`src/rtl/pingpong_frame_buf.sv`:
```
// Multi-bank ping-pong frame buffer: whole frames are stored into a bank and
// handed to the reader only once closed, so the consumer sees gap-free frames.
`timescale 1ns/1ps

module pingpong_frame_buf #(
  parameter int unsigned BANK_NUM   = 2,
  parameter int unsigned BANK_DEPTH = 16,
  parameter int unsigned DATA_WD    = 8
) (
  input  logic                           clk,
  input  logic                           rstn,
  input  logic                           flush,
  input  logic                           in_valid,
  input  logic [DATA_WD-1:0]             in_data,
  input  logic                           in_last,
  output logic                           in_ready,
  output logic                           out_valid,
  output logic [DATA_WD-1:0]             out_data,
  output logic                           out_last,
  input  logic                           out_ready,
  output logic [$clog2(BANK_NUM+1)-1:0]  bank_cnt,
  output logic                           trunc
);

  localparam int unsigned AW = (BANK_DEPTH > 1) ? $clog2(BANK_DEPTH) : 1;
  localparam int unsigned BW = (BANK_NUM > 1) ? $clog2(BANK_NUM) : 1;
  localparam int unsigned LW = $clog2(BANK_DEPTH + 1);
  localparam int unsigned CW = $clog2(BANK_NUM + 1);

  logic [DATA_WD-1:0]  r_mem [BANK_NUM][BANK_DEPTH];
  logic [LW-1:0]       r_len [BANK_NUM];
  logic [BANK_NUM-1:0] r_full;
  logic [BW-1:0]       r_wr_bank;
  logic [AW-1:0]       r_wr_addr;
  logic [BW-1:0]       r_rd_bank;
  logic [AW-1:0]       r_rd_addr;
  logic [CW-1:0]       r_bank_cnt;
  logic                r_trunc;

  logic                w_fire_in;
  logic                w_fire_out;
  logic                w_wr_end;
  logic                w_close;
  logic                w_release;
  logic [BW-1:0]       w_wr_bank_nxt;
  logic [BW-1:0]       w_rd_bank_nxt;
  logic [BANK_NUM-1:0] w_set;
  logic [BANK_NUM-1:0] w_clr;

  assign in_ready  = ~r_full[r_wr_bank];
  assign out_valid = r_full[r_rd_bank];
  assign out_data  = r_mem[r_rd_bank][r_rd_addr];
  assign out_last  = out_valid & ((LW'(r_rd_addr) + LW'(1)) == r_len[r_rd_bank]);
  assign bank_cnt  = r_bank_cnt;
  assign trunc     = r_trunc;

  // Handshakes and bank open/close events
  always_comb begin
    w_fire_in     = in_valid & in_ready;
    w_fire_out    = out_valid & out_ready;
    w_wr_end      = (r_wr_addr == AW'(BANK_DEPTH - 1));
    w_close       = w_fire_in & (in_last | w_wr_end);
    w_release     = w_fire_out & out_last;
    w_wr_bank_nxt = (r_wr_bank == BW'(BANK_NUM - 1)) ? '0 : r_wr_bank + BW'(1);
    w_rd_bank_nxt = (r_rd_bank == BW'(BANK_NUM - 1)) ? '0 : r_rd_bank + BW'(1);
    w_set         = w_close   ? (BANK_NUM'(1) << r_wr_bank) : '0;
    w_clr         = w_release ? (BANK_NUM'(1) << r_rd_bank) : '0;
  end

  // Control state; flush discards every same-cycle handshake update
  always_ff @(posedge clk or negedge rstn) begin
    if (!rstn) begin
      r_full     <= '0;
      r_wr_bank  <= '0;
      r_wr_addr  <= '0;
      r_rd_bank  <= '0;
      r_rd_addr  <= '0;
      r_bank_cnt <= '0;
      r_trunc    <= 1'b0;
    end else if (flush) begin
      r_full     <= '0;
      r_wr_bank  <= '0;
      r_wr_addr  <= '0;
      r_rd_bank  <= '0;
      r_rd_addr  <= '0;
      r_bank_cnt <= '0;
      r_trunc    <= 1'b0;
    end else begin
      r_full  <= (r_full | w_set) & ~w_clr;
      r_trunc <= w_close & ~in_last;
      if (w_fire_in) begin
        if (w_close) begin
          r_wr_addr <= '0;
          r_wr_bank <= w_wr_bank_nxt;
        end else begin
          r_wr_addr <= r_wr_addr + AW'(1);
        end
      end
      if (w_fire_out) begin
        if (out_last) begin
          r_rd_addr <= '0;
          r_rd_bank <= w_rd_bank_nxt;
        end else begin
          r_rd_addr <= r_rd_addr + AW'(1);
        end
      end
      if (w_close && !w_release) begin
        r_bank_cnt <= r_bank_cnt + CW'(1);
      end else if (!w_close && w_release) begin
        r_bank_cnt <= r_bank_cnt - CW'(1);
      end
    end
  end

  // Frame storage and lengths are not reset; they are only read from full banks
  always_ff @(posedge clk) begin
    if (w_fire_in && !flush) begin
      r_mem[r_wr_bank][r_wr_addr] <= in_data;
    end
    if (w_close && !flush) begin
      r_len[r_wr_bank] <= LW'(r_wr_addr) + LW'(1);
    end
  end

endmodule

```
`config.mk`:
```
export PLATFORM = sky130hd
export DESIGN_NAME = pingpong_frame_buf
export DESIGN_NICKNAME = d
export VERILOG_FILES = /design/src/rtl/pingpong_frame_buf.sv
export SDC_FILE = /design/constraint.sdc
export NUM_CORES = 1
export LEC_CHECK = 0
export ABC_AREA = 1
export CORE_MARGIN = 2
export CORE_UTILIZATION = 43
export CTS_BUF_LIST = sky130_fd_sc_hd__clkbuf_4 sky130_fd_sc_hd__clkbuf_8
export CTS_CLUSTER_SIZE = 30
export DETAILED_ROUTE_END_ITERATION = 10
export PLACE_DENSITY = 0.69
export SLEW_MARGIN = 0
export SYNTH_ARGS = -nofsm -noshare
export SYNTH_HDL_FRONTEND = slang
export SYNTH_SLANG_ARGS = --single-unit
```
`constraint.sdc`:
```
create_clock -name clk -period 2.3 [get_ports clk]
set_input_delay 0.575 -clock clk [delete_from_list [all_inputs] [get_ports clk]]
set_output_delay 0.575 -clock clk [all_outputs]
set_load 0.05 [all_outputs]
```
# After elaboration in Yosys (flattened, before gate mapping)

Memory sizes are Yosys's and may differ from the RTL's.
Cells that the tools add are included.

Add/sub/neg operators: 8
Reduce and logical (&&, ||, !) cells: 15
Bitwise logic cells: 14
$lt $le $gt $ge: 5
Shift-type cells: 2
Eq/ne operators: 2
Multiplexer cells: 34

Operator list:

| kind                                                       | count |
|---|---|
| 2-to-1 mux 128 bit                                         | 1 |
| binary-select mux 8 bit (select 4 bit)                     | 1 |
| demux 8 bit (select 4 bit)                                 | 1 |
| 2-to-1 mux 4 bit                                           | 6 |
| 2-to-1 mux 8 bit                                           | 3 |
| 2-to-1 mux 1 bit                                           | 16 |
| 2-to-1 mux 2 bit                                           | 6 |
| adder 4 x 1 -> 5 bit, second input constant                | 2 |
| greater-or-equal comparator 5 bit, second input constant   | 2 |
| inverter 4 -> 5 bit                                        | 2 |
| adder 4 x 1 -> 4 bit, second input constant                | 2 |
| nonzero test 2 bit                                         | 4 |
| bitwise AND 1 bit                                          | 6 |
| equality test 5 bit                                        | 1 |
| logical AND 1 bit                                          | 5 |
| less-than comparator 5 x 1 -> 1 bit, second input constant | 1 |
| equality test 4 bit, second input constant                 | 1 |
| less-than comparator 1 x 2 -> 1 bit, second input constant | 2 |
| AND reduction 2 bit                                        | 2 |
| << shifter 1 x 1 -> 2 bit, first input constant            | 2 |
| logical NOT 1 bit                                          | 3 |
| nonzero test 3 bit                                         | 1 |
| adder 1 bit, second input constant                         | 2 |
| adder 2 x 1 -> 2 bit, second input constant                | 1 |
| 6 further kinds                                            | 7 |

Bits in writable memories: 266
Input bits: 14
Logic and storage cells: 89
Output and inout port bits: 14
Memories: 2
Flip-flop bits (word level): 15

Memories:

| name  | words | width | rd ports | clocked after memory_dff | write ports | line | text |
|---|---|---|---|---|---|---|---|
| r_mem | 2     | 128   | 1        | 0                        | 1           | 30   | `logic [DATA_WD-1:0] r_mem [BANK_NUM][BANK_DEPTH];` |
| r_len | 2     | 5     | 1        | 0                        | 1           | 31   | `logic [LW-1:0] r_len [BANK_NUM];` |

# Longest topological paths before layout

Gate-level depths: netlist of the first run.

Depth after elaboration: 10
Gate-level depth with buffers: 13
Gate-level depth less buffers: 13

# Worst setup path after synthesis of the first run

OpenSTA, ideal clock, no wires.

Path type: register to output
From: register r_rd_addr[0]
To: output out_data[1]
Path buffers: 2
Cell stages (with the launch flop): 10
Slack: -0.357 ns
Data arrival time: 2.082 ns
Required time: 1.725 ns
Cell sequence: dfrtp_1 > inv_1 > buf_2 > clkbuf_1 > o21ai_0 > o221ai_1 > nand3_1 > o21ai_1 > nor2_1 > a21oi_1

Longest elaborated chain between the ends: 4

RTL lines:

| element                                              | line | text |
|---|---|---|
| start: declaration                                   | 36   | `logic [AW-1:0] r_rd_addr;` |
| start signal: assignment                             | 104  | `r_rd_addr <= r_rd_addr + AW'(1);` |
| inverter 4 -> 5 bit (implied by the code)            | 52   | `assign out_data = r_mem[r_rd_bank][r_rd_addr];` |
| binary-select mux 8 bit (select 4 bit)               | 52   |  |
| 2-to-1 mux 8 bit (implied by the code) (2 in series) | 52   |  |
| end: declaration                                     | 18   | `output logic [DATA_WD-1:0] out_data,` |

Every way passes these cells. The select of a mux whose other input is x is not followed.

# Worst setup path after layout of the first run

From: register r_rd_bank
To: output out_data[5]

Longest elaborated chain between the ends: 4

RTL lines:

| element                                              | line | text |
|---|---|---|
| start: declaration                                   | 35   | `logic [BW-1:0] r_rd_bank;` |
| start signal: assignment                             | 102  | `r_rd_bank <= w_rd_bank_nxt;` |
| memory (2 x 128 bit)                                 | n/a  |  |
| binary-select mux 8 bit (select 4 bit)               | 52   |  |
| 2-to-1 mux 8 bit (implied by the code) (2 in series) | 52   |  |

Every way passes these cells. The select of a mux whose other input is x is not followed.

==> summary.txt, run 1 <==
Worst R2R Setup Slack -> 30 ps
post-synthesis cell count -> 911
setup_tns -> -6250 ps
largest stage delay on the critical path -> 500 ps
clk root buf -> clkbuf_8
CTS tree -> yes
Final Hold Fails -> 0
Post-Place Setup Slack -> -176 ps
antenna violations before repair -> 0
count of cell types in the netlist -> 35
sequential area share after synthesis -> 72.6%
final worst-path cycle share -> 132%
Die H -> 168 µm
r2r startpoint -> r_rd_bank
fmax -> 0.329 GHz
PwrDens -> 698 mW/mm²
Worst-path clk slew -> 60 ps
hold_ws -> 312 ps
CTS Buf Count -> 45
Routed Antenna Nets -> 0
worst r2r dst -> r_rd_addr[1]
Stages on worst setup path -> 9
share of layout cells above drive strength 1 -> 30.9%
Final #Nets -> 1,079
Mean Syn Cell Area -> 12.7 µm²
flop and latch count out of synthesis -> 281
crit-path leading delay family -> buffers and inverters
Setup crit end -> out_data[5]
GRT Residual Overflow -> 0
Clock Path Buffers -> 3
Worst VDD drop -> 0.322 mV
Design Area, Final -> 0.0150 mm²
min Tclk post-route -> 3040 ps
placed cells -> 1,332
post-route total power -> 10.5 mW
setup ws final -> -741 ps
core area -> 0.0262 mm²
Max Slew Vio Count -> 0
fin cells -> 1,428
# IOs -> 28
crit-path max FO -> 9
die width -> 168 µm
initial DRC count -> 810
Sink Count -> 281
Worst Path Arrival -> 2470 ps
diodes inserted -> 0
most common cell after layout, fill and taps aside -> edfxtp_1
Critical Path End Type -> output port
Rel. slew slack -> 62.5%
Placer Congestion -> 0.844
post-DP HPWL -> 17,700 µm
pin count of the biggest net entering global routing -> 33
slowest CP cell -> dfrtp_4
crit start category -> register
RSZ-0062 raised after global routing -> true
gr usage total -> 22.1%
vias in the first global route -> 8,346
Worst Skew -> 29.6 ps
Final Core Density -> 57.3%
DR DRC count -> 0
synthesis warning total -> 0
status -> finished, violations left
leakage -> 5.30 nW
Req. time, crit path -> 1730 ps
Net Count, Synth -> 930
DR vias -> 8,133
final WL -> 30,600 µm
total die area -> 0.0281 mm²
Port Buffers -> 27
commonest cells after routing, fill and taps aside -> edfxtp_1, nor2_1, o21ai_0
worst path cell trace -> clkinv_8 -> bufbuf_16 -> o21ai_0 -> o221ai_1 -> nand3_1 -> o21ai_2 -> nor2_2 -> a21oi_4 -> buf_12
Worst setup startpoint -> r_rd_bank
H-tree levels -> 2
row cnt -> 59
Worst-Margin Slew -> 561 ps
final setup fails -> 10
Buffers & Inverters on Critical Path -> 3
clock latency at the later pin of the worst-skew pair -> 560 ps
Area after DPL -> 0.0134 mm²
cell count of the worst reg-to-reg path -> 16
count of max-cap constraint violations -> 0
Initial Util -> 44.0%
violated checks -> setup timing
drt via density -> 5.70
Setup CP Type -> register to output port
first-pass GRT wire length -> 47,600 µm
drt wl/cell -> 21.4 µm
P&R area growth vs syn -> 30.3%
Mapped Area -> 0.0115 mm²
drt first pass iters -> 5
hold crit path type -> primary input to asynchronous set/reset pin
## layout make-up
type | instances | area, µm²
clock buffers | 61 | 746
clock inverters | 19 | 83.8
fillers | 1986 | 11200
inverters | 34 | 144
multi-input cells | 538 | 3310
flip-flops and latches | 281 | 8370
well taps | 335 | 419
repair buffers | 160 | 1950
## repair_timing
action / 4_1_cts / 5_1_grt
hold buffers: 0 / 0
endpoints found under the setup margin: 12 / 18
buffers inserted: 18 / 1
pin swaps: 52 / 22
resized for setup: 120 / 38
cloned: 9 / 0
## logic make-up after synthesis
kind of cell               share of synthesized area, %
AOI/OAI and AO/OA                                  12.3
DFF                                                72.6
adders and majority gates                         0.543
and+or+nand+nor                                    10.4
xor gates and xnor gates                          0.532
buffers and inverters                              3.69
## cell usage after synthesis
| cell type | n | area [µm²] |
|---|---|---|
| a21oi_1 | 7 | 35.0 |
| nand4_1 | 1 | 6.26 |
| buf_6 | 5 | 56.3 |
| ha_1 | 5 | 62.6 |
| inv_1 | 23 | 86.3 |
| nor3_1 | 31 | 155 |
| nand3b_1 | 1 | 7.51 |
| nand3_1 | 29 | 145 |
| xor2_1 | 5 | 43.8 |
| nand2_1 | 53 | 199 |
| nand3_2 | 1 | 10.0 |
| nor3_2 | 1 | 10.0 |
| or2_0 | 1 | 6.26 |
| nor2_4 | 2 | 22.5 |
| clkbuf_1 | 31 | 116 |
| nand2_2 | 4 | 25.0 |
| buf_4 | 6 | 45.0 |
| or2_2 | 1 | 6.26 |
| and2_4 | 1 | 8.76 |
| o22ai_1 | 29 | 181 |
| dfrtp_1 | 15 | 375 |
| o21ai_2 | 1 | 8.76 |
| buf_2 | 16 | 80.1 |
| o21ai_1 | 11 | 55.1 |
| o221ai_1 | 40 | 350 |
| clkinv_1 | 4 | 15.0 |
| edfxtp_1 | 266 | 7990 |
| o211ai_1 | 1 | 7.51 |
| o21bai_1 | 1 | 7.51 |
| nor2_2 | 2 | 12.5 |
| inv_2 | 7 | 26.3 |
| nor2_1 | 155 | 582 |
| a31oi_1 | 5 | 31.3 |
| o21ai_0 | 148 | 741 |
| xnor2_1 | 2 | 17.5 |
## registers in the layout, indices dropped and copies added, names as in the netlist
| signal | cells |
|---|---|
| r_mem | 256 |
| r_wr_bank | 1 |
| r_rd_addr | 4 |
| r_len | 10 |
| trunc | 1 |
| bank_cnt | 2 |
| r_wr_addr | 4 |
| r_full | 2 |
| r_rd_bank | 1 |
## worst min path at each step
| stage | to | cells after the start | start | slack, ps |
|---|---|---|---|---|
| 5_1_grt | bank_cnt[0] | 1 | rstn | 320 |
| 3_5_place_dp | bank_cnt[1] | 2 | bank_cnt[1] | 550 |
| 2_1_floorplan | bank_cnt[0] | 0 | rstn | 280 |
| 6_report | r_rd_addr[3] | 1 | rstn | 310 |
| 4_1_cts | bank_cnt[0] | 1 | rstn | 300 |
| 3_3_place_gp | bank_cnt[0] | 2 | bank_cnt[0] | 550 |
## routing by layer
layer	up-vias	routed length, µm	share of wire, %	GRT usage [%]
met5	-	0	0	0
met2	333	15200	50	37.3
met4	0	1160	3.8	9.22
met3	93	2030	6.6	3.92
li1	3689	-	-	-
met1	4018	12200	40	28.4
## where the power goes
part / internal (mW) / leakage (nW) / switching, mW
clock network: 2.10 / 0.447 / 1.90
logic: 0.324 / 2.26 / 0.519
registers: 5.63 / 2.59 / 0.0167
## worst register-to-register path, delay by kind of cell (launching register included)
| family | cells | cell delay (ps) |
|---|---|---|
| AO/OA/AOI/OAI | 1 | 100 |
| AND/OR/NAND/NOR | 8 | 650 |
| flip-flops | 1 | 540 |
| buffers and inverters | 7 | 860 |
Note: power is estimated with default switching activity, not from simulation.
==> run 2, diff against run 1 <==
--- a/config.mk
+++ b/config.mk
@@ -6,12 +6,14 @@
 export NUM_CORES = 1
 export LEC_CHECK = 0
 export ABC_AREA = 1
+export CAP_MARGIN = 20
 export CORE_MARGIN = 2
 export CORE_UTILIZATION = 43
 export CTS_BUF_LIST = sky130_fd_sc_hd__clkbuf_4 sky130_fd_sc_hd__clkbuf_8
 export CTS_CLUSTER_SIZE = 30
 export DETAILED_ROUTE_END_ITERATION = 10
 export PLACE_DENSITY = 0.69
+export SETUP_SLACK_MARGIN = 0.4
 export SLEW_MARGIN = 0
 export SYNTH_ARGS = -nofsm -noshare
 export SYNTH_HDL_FRONTEND = slang
==> run 2 against run 1 <==
Against the previous run:
- the flow still finishes with violations (setup timing)
- critical path depth grew 2
- sequential share of layout area shrank 2.2 points
- wire length grew 4.6%
- setup slack lost 25 ps
- critical endpoint is now out_data[2]
==> summary.txt, run 2 (synthesis gave the netlist of run 1 again) <==
total die area -> 0.0281 mm² (unchanged)
slowest CP cell -> dfrtp_4
vias in the first global route -> 8,283 (-0.75%)
Port Buffers -> 27 (unchanged)
clk root buf -> clkbuf_8
Worst Skew -> 12.6 ps (-17.0 ps)
Die H -> 168 µm (unchanged)
Placer Congestion -> 0.830 (-1.7%)
largest stage delay on the critical path -> 480 ps (-20 ps)
worst r2r dst -> bank_cnt[1]
Max Slew Vio Count -> 0 (unchanged)
crit-path leading delay family -> buffers and inverters
most common cell after layout, fill and taps aside -> edfxtp_1
leakage -> 5.57 nW (+4.9%)
row cnt -> 59 (unchanged)
clock latency at the later pin of the worst-skew pair -> 550 ps (about the same)
setup ws final -> -766 ps (-25.1 ps)
PwrDens -> 684 mW/mm² (-2.1%)
Critical Path End Type -> output port
biggest regs -> r_mem (256), r_len (10)
CTS Buf Count -> 47 (+4.4%)
Setup CP Type -> register to output port
Worst VDD drop -> 0.350 mV (+8.6%)
count of max-cap constraint violations -> 0 (unchanged)
final WL -> 32,000 µm (+4.6%)
Final #Nets -> 1,096 (+1.6%)
P&R area growth vs syn -> 35.8%
drt via density -> 5.79 (+1.7%)
first-pass GRT wire length -> 47,100 µm (-1.0%)
Worst-path clk slew -> 70 ps (about the same)
pin count of the biggest net entering global routing -> 40 (+21%)
Design Area, Final -> 0.0157 mm² (+4.2%)
fmax -> 0.326 GHz (-0.82%)
Buffers & Inverters on Critical Path -> 5 (+2)
violated checks -> setup timing
cell count of the worst reg-to-reg path -> 16 (unchanged)
hold crit path type -> primary input to asynchronous set/reset pin
Rel. slew slack -> 63.8% (+1.4 points)
worst path cell trace -> clkinv_8 -> buf_12 -> buf_8 -> o21ai_1 -> o22ai_2 -> o21ai_1 -> o21ai_1 -> nor2_1 -> buf_4 -> a21oi_4 -> buf_6
diodes inserted -> 0 (unchanged)
final setup fails -> 10 (unchanged)
Sink Count -> 281 (unchanged)
register with the most flip-flops -> r_mem
H-tree levels -> 2 (unchanged)
core area -> 0.0262 mm² (unchanged)
share of layout cells above drive strength 1 -> 33.0% (+2.0 points)
min Tclk post-route -> 3070 ps (+25.1 ps)
Req. time, crit path -> 1730 ps (about the same)
DR vias -> 8,383 (+3.1%)
Stages on worst setup path -> 11 (+2)
crit start category -> register
Setup crit end -> out_data[2]
gr usage total -> 22.1% (-0.053 points)
crit-path max FO -> 8 (-1)
DR DRC count -> 0 (unchanged)
Routed Antenna Nets -> 0 (unchanged)
GRT Residual Overflow -> 0 (unchanged)
CP most frequent cell -> o21ai_1
r2r startpoint -> r_rd_bank
Clock Path Buffers -> 3 (unchanged)
fill cell total of the finished layout -> 1,928 (-2.9%)
die width -> 168 µm (unchanged)
Worst-Margin Slew -> 541 ps (-20.7 ps)
max reg flops -> 256 (unchanged)
Initial Util -> 44.0% (unchanged)
Worst Path Arrival -> 2490 ps (+20 ps)
Worst R2R Setup Slack -> 100 ps (+70 ps)
Worst setup startpoint -> r_rd_bank
# IOs -> 28 (unchanged)
drt wl/cell -> 22.1 µm (+3.2%)
final worst-path cycle share -> 133% (+1.1 points)
commonest cells after routing, fill and taps aside -> edfxtp_1, nor2_1, o21ai_0
RSZ-0062 raised after global routing -> true
Area after DPL -> 0.0138 mm² (+2.8%)
antenna violations before repair -> 0 (unchanged)
initial DRC count -> 982 (+21%)
CTS tree -> yes
status -> finished, violations left
hold_ws -> 378 ps (+66.2 ps)
Final Hold Fails -> 0 (unchanged)
post-DP HPWL -> 18,700 µm (+5.9%)
drt first pass iters -> 5 (unchanged)
[run 2: cell types whose count changed in the layout (fill, tap and decap cells not counted), sizes merged]
cell	previous run	this run
bufbuf	1	0
dlygate4sd2	2	0
clkdlybuf4s50	14	13
bufinv	0	1
clkinv	23	30
clkdlybuf4s15	0	1
clkinvlp	1	3
buf	143	156
[run 2: worst min path at each step]
stage               slack (ps)         from  cells after the start          end
detailed placement         590    r_full[1]                      2    r_full[1]
global route               400         rstn                      1        trunc
floorplan                  280         rstn                      0  bank_cnt[0]
finish                     380         rstn                      1    r_full[0]
CTS                        370         rstn                      1    r_full[0]
global placement           570  bank_cnt[0]                      2  bank_cnt[0]
[run 2: power breakdown]
part	switching [mW]	internal [mW]
Sequential	0.0196	5.63
Clock	1.97	2.20
Combinational	0.567	0.314
[run 2: layout make-up]
type                    count  area [µm²]  share of cell area [%]
flip-flops and latches    281        8370                    53.5
multi-input cells         538        3560                    22.8
repair buffers            175        2260                    14.4
clock buffers              56         721                    4.60
well taps                 335         419                    2.68
clock inverters            29         160                    1.02
inverters                  34         159                    1.02
[run 2: per-stage QoR]
step	TNS (ps)	cells	util [%]	setup WS, ps	power, mW
after floorplan	-2880	911	-	-91.7	6.18
after global placement	-10680	1335	52.6	-203	6.50
after CTS	-6050	1432	57.9	-687	10.7
final	-6120	1448	59.7	-766	10.7
after detailed placement	-13920	1335	52.6	-226	6.52
after global routing	-7150	1448	59.7	-859	11.0
[run 2: worst register-to-register path: cells and delay by family, from the launching register on]
family | cells | cell delay (ps)
flops | 1 | 530
simple gates | 10 | 880
buf+inv | 6 | 700
[run 2: repair_timing]
| action | 4_1_cts | 5_1_grt |
|---|---|---|
| pin swaps | 44 | 56 |
| resized for setup | 92 | 94 |
| setup endpoints to repair | 284 | 286 |
| hold buffers | 0 | 0 |
| gates cloned | 5 | 5 |
| endpoints found under the hold margin | 0 | 0 |
| setup buffers | 7 | 11 |
[run 2: per-layer routing]
layer | global-route usage (%) | up-vias | part of all wire [%]
met5 | 0 | - | 0
met4 | 6.99 | 0 | 2.6
met3 | 3.78 | 65 | 8.9
met2 | 35.6 | 422 | 48
met1 | 30.9 | 4149 | 40
li1 | - | 3747 | -
==> run 3, diff against run 2 <==
--- a/config.mk
+++ b/config.mk
@@ -12,7 +12,7 @@
 export CTS_BUF_LIST = sky130_fd_sc_hd__clkbuf_4 sky130_fd_sc_hd__clkbuf_8
 export CTS_CLUSTER_SIZE = 30
 export DETAILED_ROUTE_END_ITERATION = 10
-export PLACE_DENSITY = 0.69
+export PLACE_DENSITY_LB_ADDON = 0.2
 export SETUP_SLACK_MARGIN = 0.4
 export SLEW_MARGIN = 0
 export SYNTH_ARGS = -nofsm -noshare
==> run 3 against run 2 <==
Against the previous run:
- power hardly changed
- largest cell class unchanged
- non-clock buffer count up 10
- the flow still finishes with violations (setup timing)
- sequential cell count unchanged
- via count down 2.4%
- clock power down 2%
- register-to-register slack lost 110 ps
- core utilization is 0.24 points higher
- maximum frequency is 1.5% higher
- global-route usage increased by 0.70 points
- design area rose by 0.40%
- combinational power grew 6.8%
- critical endpoint unchanged
==> summary.txt, run 3 (synthesis gave the netlist of run 1 again) <==
vias in the first global route -> 8,063 (-2.7%)
status -> finished, violations left
Final #Nets -> 1,106 (+0.91%)
first-pass GRT wire length -> 47,900 µm (+1.7%)
CP most frequent cell -> buf_12
Initial Util -> 44.0% (unchanged)
share of layout cells above drive strength 1 -> 32.7% (-0.27 points)
CTS tree -> yes
Die H -> 168 µm (unchanged)
final setup fails -> 12 (+2)
setup_tns -> -6430 ps (-307 ps)
PwrDens -> 680 mW/mm² (-0.50%)
hold_ws -> 348 ps (-30.1 ps)
Critical Path End Type -> output port
most common cell after layout, fill and taps aside -> edfxtp_1
die width -> 168 µm (unchanged)
Final Hold Fails -> 0 (unchanged)
largest stage delay on the critical path -> 510 ps (+30 ps)
total die area -> 0.0281 mm² (unchanged)
Clock Path Buffers -> 3 (unchanged)
Routed Antenna Nets -> 0 (unchanged)
CTS Buf Count -> 46 (-2.1%)
drt wl/cell -> 22.1 µm (about the same)
H-tree levels -> 2 (unchanged)
violated checks -> setup timing
Worst Skew -> 14.2 ps (+1.57 ps)
core area -> 0.0262 mm² (unchanged)
Rel. slew slack -> 49.1% (-15 points)
hold crit path type -> primary input to asynchronous set/reset pin
final WL -> 32,100 µm (+0.45%)
RSZ-0062 raised after global routing -> true
Setup CP Type -> register to output port
max reg flops -> 256 (unchanged)
fmax -> 0.331 GHz (+1.5%)
drt first pass iters -> 4 (-1)
biggest regs -> r_mem (256), r_len (10)
Post-CTS Hold Buffers -> 0 (unchanged)
worst path cell trace -> buf_12 -> buf_12 -> o21ai_2 -> o221ai_2 -> nand3_2 -> o21ai_1 -> nor2_1 -> buf_4 -> a21oi_4 -> buf_12
final worst-path cycle share -> 131% (-1.9 points)
Worst VDD drop -> 0.461 mV (+32%)
Buffers & Inverters on Critical Path -> 4 (-1)
Max Slew Vio Count -> 0 (unchanged)
gr usage total -> 22.8% (+0.70 points)
Sink Count -> 281 (unchanged)
drt via density -> 5.63 (-2.8%)
Req. time, crit path -> 1730 ps (about the same)
count of max-cap constraint violations -> 0 (unchanged)
row cnt -> 59 (unchanged)
# IOs -> 28 (unchanged)
leakage -> 5.59 nW (+0.44%)
setup ws final -> -722 ps (+44.6 ps)
slowest CP cell -> dfrtp_4
crit start category -> register
post-DP HPWL -> 18,600 µm (-0.39%)
Port Buffers -> 27 (unchanged)
Worst-path clk slew -> 70 ps (about the same)
GRT Residual Overflow -> 0 (unchanged)
register with the most flip-flops -> r_mem
crit-path max FO -> 8 (unchanged)
Worst-Margin Slew -> 762 ps (+221 ps)
clk root buf -> clkbuf_8
Post-Place Setup Slack -> -299 ps (-73.8 ps)
pin count of the biggest net entering global routing -> 33 (-18%)
initial DRC count -> 799 (-19%)
Worst Path Arrival -> 2450 ps (-40 ps)
DR vias -> 8,179 (-2.4%)
Placer Congestion -> 0.826 (-0.41%)
DR DRC count -> 0 (unchanged)
crit-path leading delay family -> buffers and inverters
min Tclk post-route -> 3020 ps (-44.6 ps)
commonest cells after routing, fill and taps aside -> edfxtp_1, nor2_1, o21ai_0
diodes inserted -> 0 (unchanged)
clock latency at the later pin of the worst-skew pair -> 560 ps (about the same)
P&R area growth vs syn -> 36.3%
antenna violations before repair -> 0 (unchanged)
-- run 3: cell types whose count changed in the layout (fill, tap and decap cells not counted), sizes merged --
cell	change
buf	+11
bufbuf	+1
bufinv	-1
clkbuf	+4
clkinv	-8
inv	-1
-- run 3: final cells by class --
class | count | area (µm²)
well taps | 335 | 419
clock inverters | 18 | 90.1
multi-input cells | 538 | 3490
fillers | 2003 | 10500
repair buffers | 185 | 2400
repair inverters | 1 | 6.26
flip-flops and latches | 281 | 8370
clock buffers | 62 | 772
inverters | 34 | 158
-- run 3: layer usage --
layer | routed length [µm] | vias to the layer above | GRT usage (%) | part of all wire, %
li1 | - | 3763 | - | -
met1 | 13900 | 4054 | 31.9 | 43
met2 | 15300 | 308 | 36.7 | 48
met3 | 2160 | 54 | 3.85 | 6.7
met4 | 717 | 0 | 6.88 | 2.2
met5 | 0 | - | 0 | 0
-- run 3: final timing paths --
| check | startpoint | endpoint | slack [ps] | cells past startpoint |
|---|---|---|---|---|
| worst max register to register | r_rd_bank | bank_cnt[0] | -10 | 15 |
| worst max-delay path | r_rd_bank | out_data[2] | -720 | 10 |
| max in group asynchronous | rstn | r_rd_bank | 1740 | 2 |
| worst min register to register | bank_cnt[1] | bank_cnt[1] | 560 | 2 |
| worst min-delay path | rstn | bank_cnt[0] | 350 | 2 |
| min in group clk | bank_cnt[1] | bank_cnt[1] | 560 | 2 |
-- run 3: what timing repair did --
item | 4_1_cts | 5_1_grt
resized for setup | 114 | 40
gates cloned | 9 | 3
buffers inserted | 15 | 9
setup endpoints to repair | 284 | 286
pin swaps | 56 | 30
-- run 3: metrics by stage --
stage | area [µm²] | util, % | power (mW) | instances
floorplan | 12100 | - | 6.18 | 911
global route | 15700 | 60.0 | 11.0 | 1454
CTS | 15400 | 58.9 | 10.7 | 1442
finish | 15700 | 60.0 | 10.7 | 1454
global placement | 13900 | 53.0 | 6.58 | 1338
detailed placement | 13900 | 53.0 | 6.59 | 1338
-- run 3: report_power, final --
part | total (mW) | internal, mW | switching (mW)
Sequential | 5.65 | 5.63 | 0.0181
Combinational | 0.942 | 0.368 | 0.574
Clock | 4.10 | 2.18 | 1.92
